[src/rtl/tetris_pkg.sv]
// Shared types and helpers for the playfield line-clear stage.
// Holds the FSM state enum, width derivations and the score table.
package tetris_pkg;

  typedef enum logic [1:0] {
    IDLE,
    SCAN,
    FILL,
    DONE
  } state_e;

  function automatic int row_w(input int h);
    return (h <= 2) ? 1 : $clog2(h);
  endfunction

  function automatic int cnt_w(input int h);
    return $clog2(h + 1);
  endfunction

  localparam logic [4:0][15:0] SCORE_TBL = {
    16'd8, 16'd5, 16'd3, 16'd1, 16'd0
  };

  function automatic logic [15:0] score_of(input logic [7:0] n);
    logic [2:0] i;
    i = (n >= 8'd4) ? 3'd4 : n[2:0];
    return SCORE_TBL[i];
  endfunction

endpackage

[src/rtl/row_full_detect.sv]
// Combinational full-row detector: a row is full when every cell is nonzero.
module row_full_detect #(
  parameter int MEM_WIDTH = 4,
  parameter int WIDTH     = 8
) (
  input  logic [WIDTH*MEM_WIDTH-1:0] row,
  output logic                       full
);

  always_comb begin
    full = 1'b1;
    for (int i = 0; i < MEM_WIDTH; i++) begin
      if (row[i*WIDTH +: WIDTH] == '0) full = 1'b0;
    end
  end

endmodule

[src/rtl/row_clear.sv]
// Line-clear stage: scans bottom-up, drops full rows, compacts, zero-fills.
// Optional score output enabled by defining ROW_CLEAR_SCORE_EN.
module row_clear
  import tetris_pkg::*;
#(
  parameter int MEM_WIDTH  = 4,
  parameter int MEM_HEIGHT = 4,
  parameter int WIDTH      = 8,
  parameter int ROW_W      = row_w(MEM_HEIGHT),
  parameter int CNT_W      = cnt_w(MEM_HEIGHT)
) (
  input  logic                       clk,
  input  logic                       rst,
  input  logic                       start,
  output logic                       busy,
  output logic                       done,
  output logic [ROW_W-1:0]           rd_addr,
  input  logic [WIDTH*MEM_WIDTH-1:0] rd_data,
  output logic                       wr_en,
  output logic [ROW_W-1:0]           wr_addr,
  output logic [WIDTH*MEM_WIDTH-1:0] wr_data,
  output logic [CNT_W-1:0]           lines_cleared,
  output logic [15:0]                total_lines
`ifdef ROW_CLEAR_SCORE_EN
  ,
  output logic [15:0]                score
`endif
);

  localparam int TOPI = MEM_HEIGHT - 1;
  localparam logic signed [ROW_W:0] TOP = TOPI[ROW_W:0];
  localparam logic signed [ROW_W:0] ONE = 1;

  state_e                  state_q, state_d;
  logic signed [ROW_W:0]   src_q, src_d;
  logic signed [ROW_W:0]   dst_q, dst_d;
  logic [CNT_W-1:0]        cnt_q, cnt_d;
  logic [CNT_W-1:0]        lines_q, lines_d;
  logic [15:0]             total_q, total_d;
  logic [16:0]             total_sum;
  logic                    full;

  row_full_detect #(
    .MEM_WIDTH (MEM_WIDTH),
    .WIDTH     (WIDTH)
  ) u_full (
    .row  (rd_data),
    .full (full)
  );

  assign total_sum = {1'b0, total_q} + 17'(cnt_q);

`ifdef ROW_CLEAR_SCORE_EN
  logic [15:0] score_q, score_d;
  logic [16:0] score_sum;

  assign score_sum = {1'b0, score_q}
                   + {1'b0, score_of(8'(cnt_q))};
  assign score     = score_q;

  always_comb begin
    score_d = score_q;
    if (state_q == DONE) begin
      score_d = score_sum[16] ? 16'hFFFF
                              : score_sum[15:0];
    end
  end

  always_ff @(posedge clk or negedge rst) begin
    if (!rst) score_q <= '0;
    else      score_q <= score_d;
  end
`endif

  always_comb begin
    state_d = state_q;
    src_d   = src_q;
    dst_d   = dst_q;
    cnt_d   = cnt_q;
    lines_d = lines_q;
    total_d = total_q;
    busy    = 1'b0;
    done    = 1'b0;
    rd_addr = '0;
    wr_en   = 1'b0;
    wr_addr = '0;
    wr_data = '0;
    unique case (state_q)
      IDLE: begin
        if (start) begin
          src_d   = TOP;
          dst_d   = TOP;
          cnt_d   = '0;
          state_d = SCAN;
        end
      end
      SCAN: begin
        busy    = 1'b1;
        rd_addr = src_q[ROW_W-1:0];
        if (full) begin
          cnt_d = cnt_q + CNT_W'(1);
        end else begin
          wr_en   = (src_q != dst_q);
          wr_addr = dst_q[ROW_W-1:0];
          wr_data = rd_data;
          dst_d   = dst_q - ONE;
        end
        src_d = src_q - ONE;
        if (src_q == '0) begin
          state_d = (cnt_d != '0) ? FILL : DONE;
        end
      end
      FILL: begin
        busy    = 1'b1;
        wr_en   = 1'b1;
        wr_addr = dst_q[ROW_W-1:0];
        dst_d   = dst_q - ONE;
        if (dst_q == '0) state_d = DONE;
      end
      DONE: begin
        done    = 1'b1;
        lines_d = cnt_q;
        total_d = total_sum[16] ? 16'hFFFF
                                : total_sum[15:0];
        state_d = IDLE;
      end
      default: state_d = IDLE;
    endcase
  end

  always_ff @(posedge clk or negedge rst) begin
    if (!rst) begin
      state_q <= IDLE;
      src_q   <= '0;
      dst_q   <= '0;
      cnt_q   <= '0;
      lines_q <= '0;
      total_q <= '0;
    end else begin
      state_q <= state_d;
      src_q   <= src_d;
      dst_q   <= dst_d;
      cnt_q   <= cnt_d;
      lines_q <= lines_d;
      total_q <= total_d;
    end
  end

  assign lines_cleared = lines_q;
  assign total_lines   = total_q;

endmodule

[config.mk]
export PLATFORM = sky130hd
export DESIGN_NAME = row_clear
export DESIGN_NICKNAME = d
export VERILOG_FILES = /design/src/rtl/tetris_pkg.sv /design/src/rtl/row_full_detect.sv /design/src/rtl/row_clear.sv
export SDC_FILE = /design/constraint.sdc
export NUM_CORES = 1
export LEC_CHECK = 0
export BUFFER_PORTS_ARGS = -buffer_cell sky130_fd_sc_hd__buf_4
export CORE_MARGIN = 2
export CORE_UTILIZATION = 35
export CTS_CLUSTER_DIAMETER = 80
export CTS_CLUSTER_SIZE = 28
export DETAILED_ROUTE_END_ITERATION = 10
export PLACE_DENSITY = 0.7
export SLEW_MARGIN = 40
export SYNTH_ARGS = -nofsm -noshare
export SYNTH_HDL_FRONTEND = slang
export SYNTH_SLANG_ARGS = --single-unit
[constraint.sdc]
create_clock -name clk -period 6.2 [get_ports clk]
set_input_delay 0.62 -clock clk [delete_from_list [all_inputs] [get_ports clk]]
set_output_delay 0.62 -clock clk [all_outputs]
set_load 0.1 [all_outputs]
# After elaboration in Yosys (flattened, before gate mapping)
# Index checks and enable logic that the tools add are counted.
# W data, S select, Z words.
op_classes:
  n_mux: 27
  n_addsub: 4
  reduce_logical: 14
  n_eq_ne: 8
ops:
  columns: ["operator", "n"]
  rows:
  - ["$mux W32", 2]
  - ["$logic_not A8 Y1", 4]
  - ["$add A16 B3 Y17", 1]
  - ["$mux W16", 1]
  - ["$mux W3", 5]
  - ["$pmux W3 S2", 2]
  - ["$mux W2", 5]
  - ["$pmux W3 S3", 1]
  - ["$mux W1", 8]
  - ["$ne A2 B2 Y1 const B", 4]
  - ["$pmux W2 S4", 1]
  - ["$logic_not A3 Y1", 2]
  - ["$reduce_and A3 Y1", 2]
  - ["$reduce_bool A3 Y1", 2]
  - ["$sub A3 B2 Y3 const B", 2]
  - ["$eq A2 B2 Y1 const B", 2]
  - ["$pmux W2 S2", 1]
  - ["$add A3 B1 Y3 const B", 1]
  - ["$ne A3 B3 Y1", 1]
  - ["$eq A2 B1 Y1 const B", 1]
  - ["$logic_not A2 Y1", 1]
  - ["$pmux W1 S2", 1]
  - ["$reduce_and A2 Y1", 1]
  - ["$reduce_bool A2 Y1", 1]
  - ["$reduce_or A2 Y1", 1]
totals:
  elab_cells: 59
  out_inout_bits: 58
  reg_bits: 30
  input_bits: 35

# Depth between registers and ports, before layout
depth:
  word_depth: 11
  depth_mapped: 8
  depth_no_buf: 8

# By module
# From an unflattened synthesis, not the netlist that was laid out.
hier_totals:
  cells_unflattened: 228
  area_unflattened_um2: 2034.5
by_module_without_submodules:
  columns: ["module", "cells_per_inst", "n_inst", "area_each_um2", "seq_area_each_um2"]
  rows:
  - ["row_clear", 215, 1, 1960.6, 750.7]
  - ["row_full_detect", 13, 1, 73.8, 0.0]

# Least setup slack after synthesis
# No wires, ideal clock.
synth_path:
  path_type: "register to output"
  start: "register state_q[0]"
  end: "output wr_en"
  n_path_buf: 0
  t_required_ns: 5.580
  path_stages_with_launch: 4
  arrival_time_ns: 2.863
  setup_slack_ns: 2.717
  path_cell_list: "dfrtp_1 > inv_1 > ha_1 > nor2b_1"
synth_between:
  elab_chain_len: 2
  elab_cells_between_ends: 3
  classes_between: "eq/ne: 2; mux: 1"
synth_rtl:
  columns: ["element", "line", "source"]
  rows:
  - ["start: declaration", "row_clear.sv:34", "state_e state_q, state_d;"]
  - ["start signal: assignment", "row_clear.sv:140", "state_q <= state_d;"]
  - ["$eq A2 B2 Y1 / $eq A2 B1 Y1 (equally long branches)", "row_clear.sv:88", "unique case (state_q)"]
  - ["$pmux W1 S2 *", "row_clear.sv:88", null]
  - ["end: declaration", "row_clear.sv:19", "output logic wr_en,"]
# Every way passes the cells marked *; elsewhere a longest branch is shown, timed or not.

# Final worst setup path
layout_path:
  start: "register state_q[1]"
  end: "output wr_en"
# The elaborated chain is that of the path after synthesis.

==> results.json <==
{
  "clk_pin_slew_worst_paths_ns": 0.06,
  "worst_skew_pair.late_latency_ns": 0.28,
  "grt_overflow_total": 0,
  "setup_repair_after_global_routing_missed_its_margin": "false",
  "clock_path_buffers": 2,
  "post_synth.cell_area_avg_um2": 8.96,
  "synthesis.instances": 231,
  "wire_length_per_cell_um": 13.6,
  "drt_iter0_drc": 92,
  "detailed_place.area_um2": 2820,
  "path_cells": "inv_1 -> ha_1 -> inv_1 -> a41oi_4 -> a21oi_1 -> nor2b_1 -> buf_4",
  "timing.final.setup_violations": 0,
  "tns_ns": 0,
  "layout-area-overhead-vs-synth_pct": 40.5,
  "worst-path-max-fanout": 35,
  "count_of_pins_over_their_slew_limit": 0,
  "post-route-period-util_pct": 52.8,
  "final_layout_size_suffix_gt1_share_pct": 34.1,
  "via_count": 1937,
  "crit_path_top_delay_cell": "sky130_fd_sc_hd__a41oi_4",
  "power.net_switching_uw": 749,
  "sw_frac_of_total_pct": 56.0,
  "synth.top_cells.by_area": "sky130_fd_sc_hd__dfrtp_1 (36%), sky130_fd_sc_hd__and2_1 (10%), sky130_fd_sc_hd__ha_1 (7.3%)",
  "vias_per_inst": 4.87,
  "combPwrFrac_pct": 64.4,
  "hold_viol": 0,
  "cell_type_with_the_largest_total_area_after_synthesis": "sky130_fd_sc_hd__dfrtp_1",
  "netlist_area_um2": 2070,
  "timing.max_cap.violations": 0,
  "numClockSinks": 30,
  "seq_area_frac_synth_pct": 36.3,
  "cp.required_ns": 5.58,
  "final_antenna_net_count": 0,
  "layout_commonest_cell": "sky130_fd_sc_hd__buf_4",
  "worst_ep_arrival_time_ns": 2.65,
  "layout.filler_cells": 572,
  "number_of_global_route_vias_before_repair": 1827,
  "floorplan.initialDensity_pct": 35.6,
  "most-common-layout-cells": "sky130_fd_sc_hd__buf_4 (92), sky130_fd_sc_hd__and2_1 (33), sky130_fd_sc_hd__nand2_1 (31)",
  "slowest_delay_ns": 0.63,
  "die_width_um": 80.9,
  "portBuffers": 92,
  "gp_routability_congestion": 0.869,
  "skew_ns": 0.00783,
  "setup.worst_path.class": "flop to primary output",
  "cts-hold-fix-buffers": 0,
  "power_frac_seq_pct": 23.6,
  "dr.pass1.iters": 4,
  "run_status": "complete, no violations",
  "clockRootBuffer": "sky130_fd_sc_hd__clkbuf_8",
  "placeableCoreArea_um2": 5820,
  "tritoncts": "yes",
  "routed_wire_length_um": 5400,
  "num_antenna_cells": 0,
  "cts_made_buffers": 5,
  "worst_pin_slew_ns": 0.697,
  "grt_max_degree": 36,
  "grt_pass1_wl_um": 8710,
  "crit_path_end_kind": "primary output",
  "ios": 93,
  "htree_levels": 2,
  "vdd.ir_drop.worst_v": 0.000401,
  "synthArstFlopShare_pct": 100,
  "worst_path_most_repeated_cell": "sky130_fd_sc_hd__inv_1",
  "dp_hpwl_um": 4290,
  "route.detailed.drc": 0,
  "pwr_density_cell_nw_per_um2": 459,
  "post_syn_nets": 279,
  "yosys_most_used_dff": "sky130_fd_sc_hd__dfrtp_1",
  "post_cts.repair.setup_buffers": 0,
  "p_leak_uw": 0.00147,
  "antenna_violations_before_repair": 0,
  "hold_path_class": "input pin to asynchronous set/reset pin",
  "grtUsageTotal_pct": 17.1,
  "synth-warning-count": 0,
  "internal_power_uw": 588,
  "cts.repair.resized": 0,
  "synth_enable_flop_cells": 0,
  "maxSlewHeadroom_pct": 53.4,
  "postSynthRegisterBits": 30,
  "power_frac_clock_pct": 12.0,
  "final_net_count": 370,
  "crit_path_start_kind": "flop",
  "synth_top_area_share_pct": 36.3,
  "row_count": 28,
  "finish.instance_area_um2": 2910,
  "total_power_uw": 1340,
  "fin_crit_ns": 3.27,
  "fp.dieArea_um2": 6550,
  "yosys.cell_types.count": 44,
  "achievable-frequency_ghz": 0.305,
  "floorplan.die.height_um": 80.9
}
area by class of cell:
type / count / area, um2 / share of cell area [%]
multi-input cells: 180 / 1230 / 42.4
flip-flops and latches: 30 / 751 / 25.8
repair buffers: 92 / 691 / 23.7
well taps: 75 / 93.8 / 3.23
clock buffers: 7 / 86.3 / 2.97
inverters: 13 / 48.8 / 1.68
clock inverters: 1 / 5.00 / 0.172
synthesized netlist by cell type (all sizes together) (2+ instances only):
master	count
or3	2
and2	33
inv	13
mux2i	5
ha	12
a31oi	2
o211ai	2
buf	3
clkbuf	5
and4	3
nor2b	5
dfrtp	30
xnor2	9
nand2	31
o21ai	8
nor4	8
mux2	7
xor2	3
nand4	2
nand3	7
nor3	2
nand2b	3
a21oi	8
nor2	14
power groups by stage:
stage | sequential, uW | combinational [uW] | clock (uW)
after floorplan | 484 | 514 | 0
after global placement | 318 | 852 | 0
after global routing | 328 | 921 | 175
final | 315 | 861 | 161
after detailed placement | 319 | 864 | 0
after CTS | 316 | 866 | 165
state kept, by name (all words and copies together) (netlist names):
signal,cells
dst_q,3
state_q,2
total_lines,16
src_q,3
lines_cleared,3
cnt_q,3
kinds of logic after synthesis:
logic type | after synthesis | synth area share (%)
AOI/OAI and AO/OA | 30 | 10.5
xor gates and xnor gates | 12 | 5.08
adders and majority gates | 13 | 8.22
buffers and inverters | 21 | 4.71
DFF | 30 | 36.3
muxes | 12 | 6.22
and+or+nand+nor | 113 | 29.1
path summary, 6_finish.rpt:
path,slack (ns),endpoint,cells after the start,start
max reg2reg,3.87,total_lines[11],7,cnt_q[0]
min,0.26,total_lines[14],1,rst
max,2.93,wr_en,7,state_q[1]
min reg2reg,0.52,lines_cleared[0],1,lines_cleared[0]
min in group clk,0.52,lines_cleared[0],1,lines_cleared[0]
max in group asynchronous,5.65,total_lines[8],1,rst
per-layer routing:
| layer | up-vias | GRT usage, % | share of wire, % | wire (um) |
|---|---|---|---|---|
| li1 | 974 | - | - | - |
| met2 | 31 | 29.0 | 51 | 2770 |
| met4 | 0 | 4.24 | 0.98 | 53 |
| met5 | - | 0 | 0 | 0 |
| met3 | 6 | 3.67 | 2.2 | 120 |
| met1 | 926 | 22.1 | 46 | 2460 |
critical path, delay by kind of cell (launching register included):
kind | cells | cell delay [ns]
AOI/OAI and AO/OA | 2 | 0.77
and+or+nand+nor | 1 | 0.13
DFF | 1 | 0.41
buffers and inverters | 3 | 0.61
adders and majority gates | 1 | 0.44
per-stage QoR:
| step | std cells | worst slack [ns] | hold WS (ns) | utilization, % |
|---|---|---|---|---|
| detailed placement | 390 | 3.16 | 0.500 | 48.5 |
| global route | 398 | 2.70 | 0.285 | 50.0 |
| finish | 398 | 2.93 | 0.260 | 50.0 |
| global placement | 390 | 2.95 | 0.504 | 48.3 |
| floorplan | 231 | 2.72 | 0.324 | - |
| CTS | 398 | 2.92 | 0.271 | 50.0 |
No activity file was read; power rests on OpenSTA's default activity.
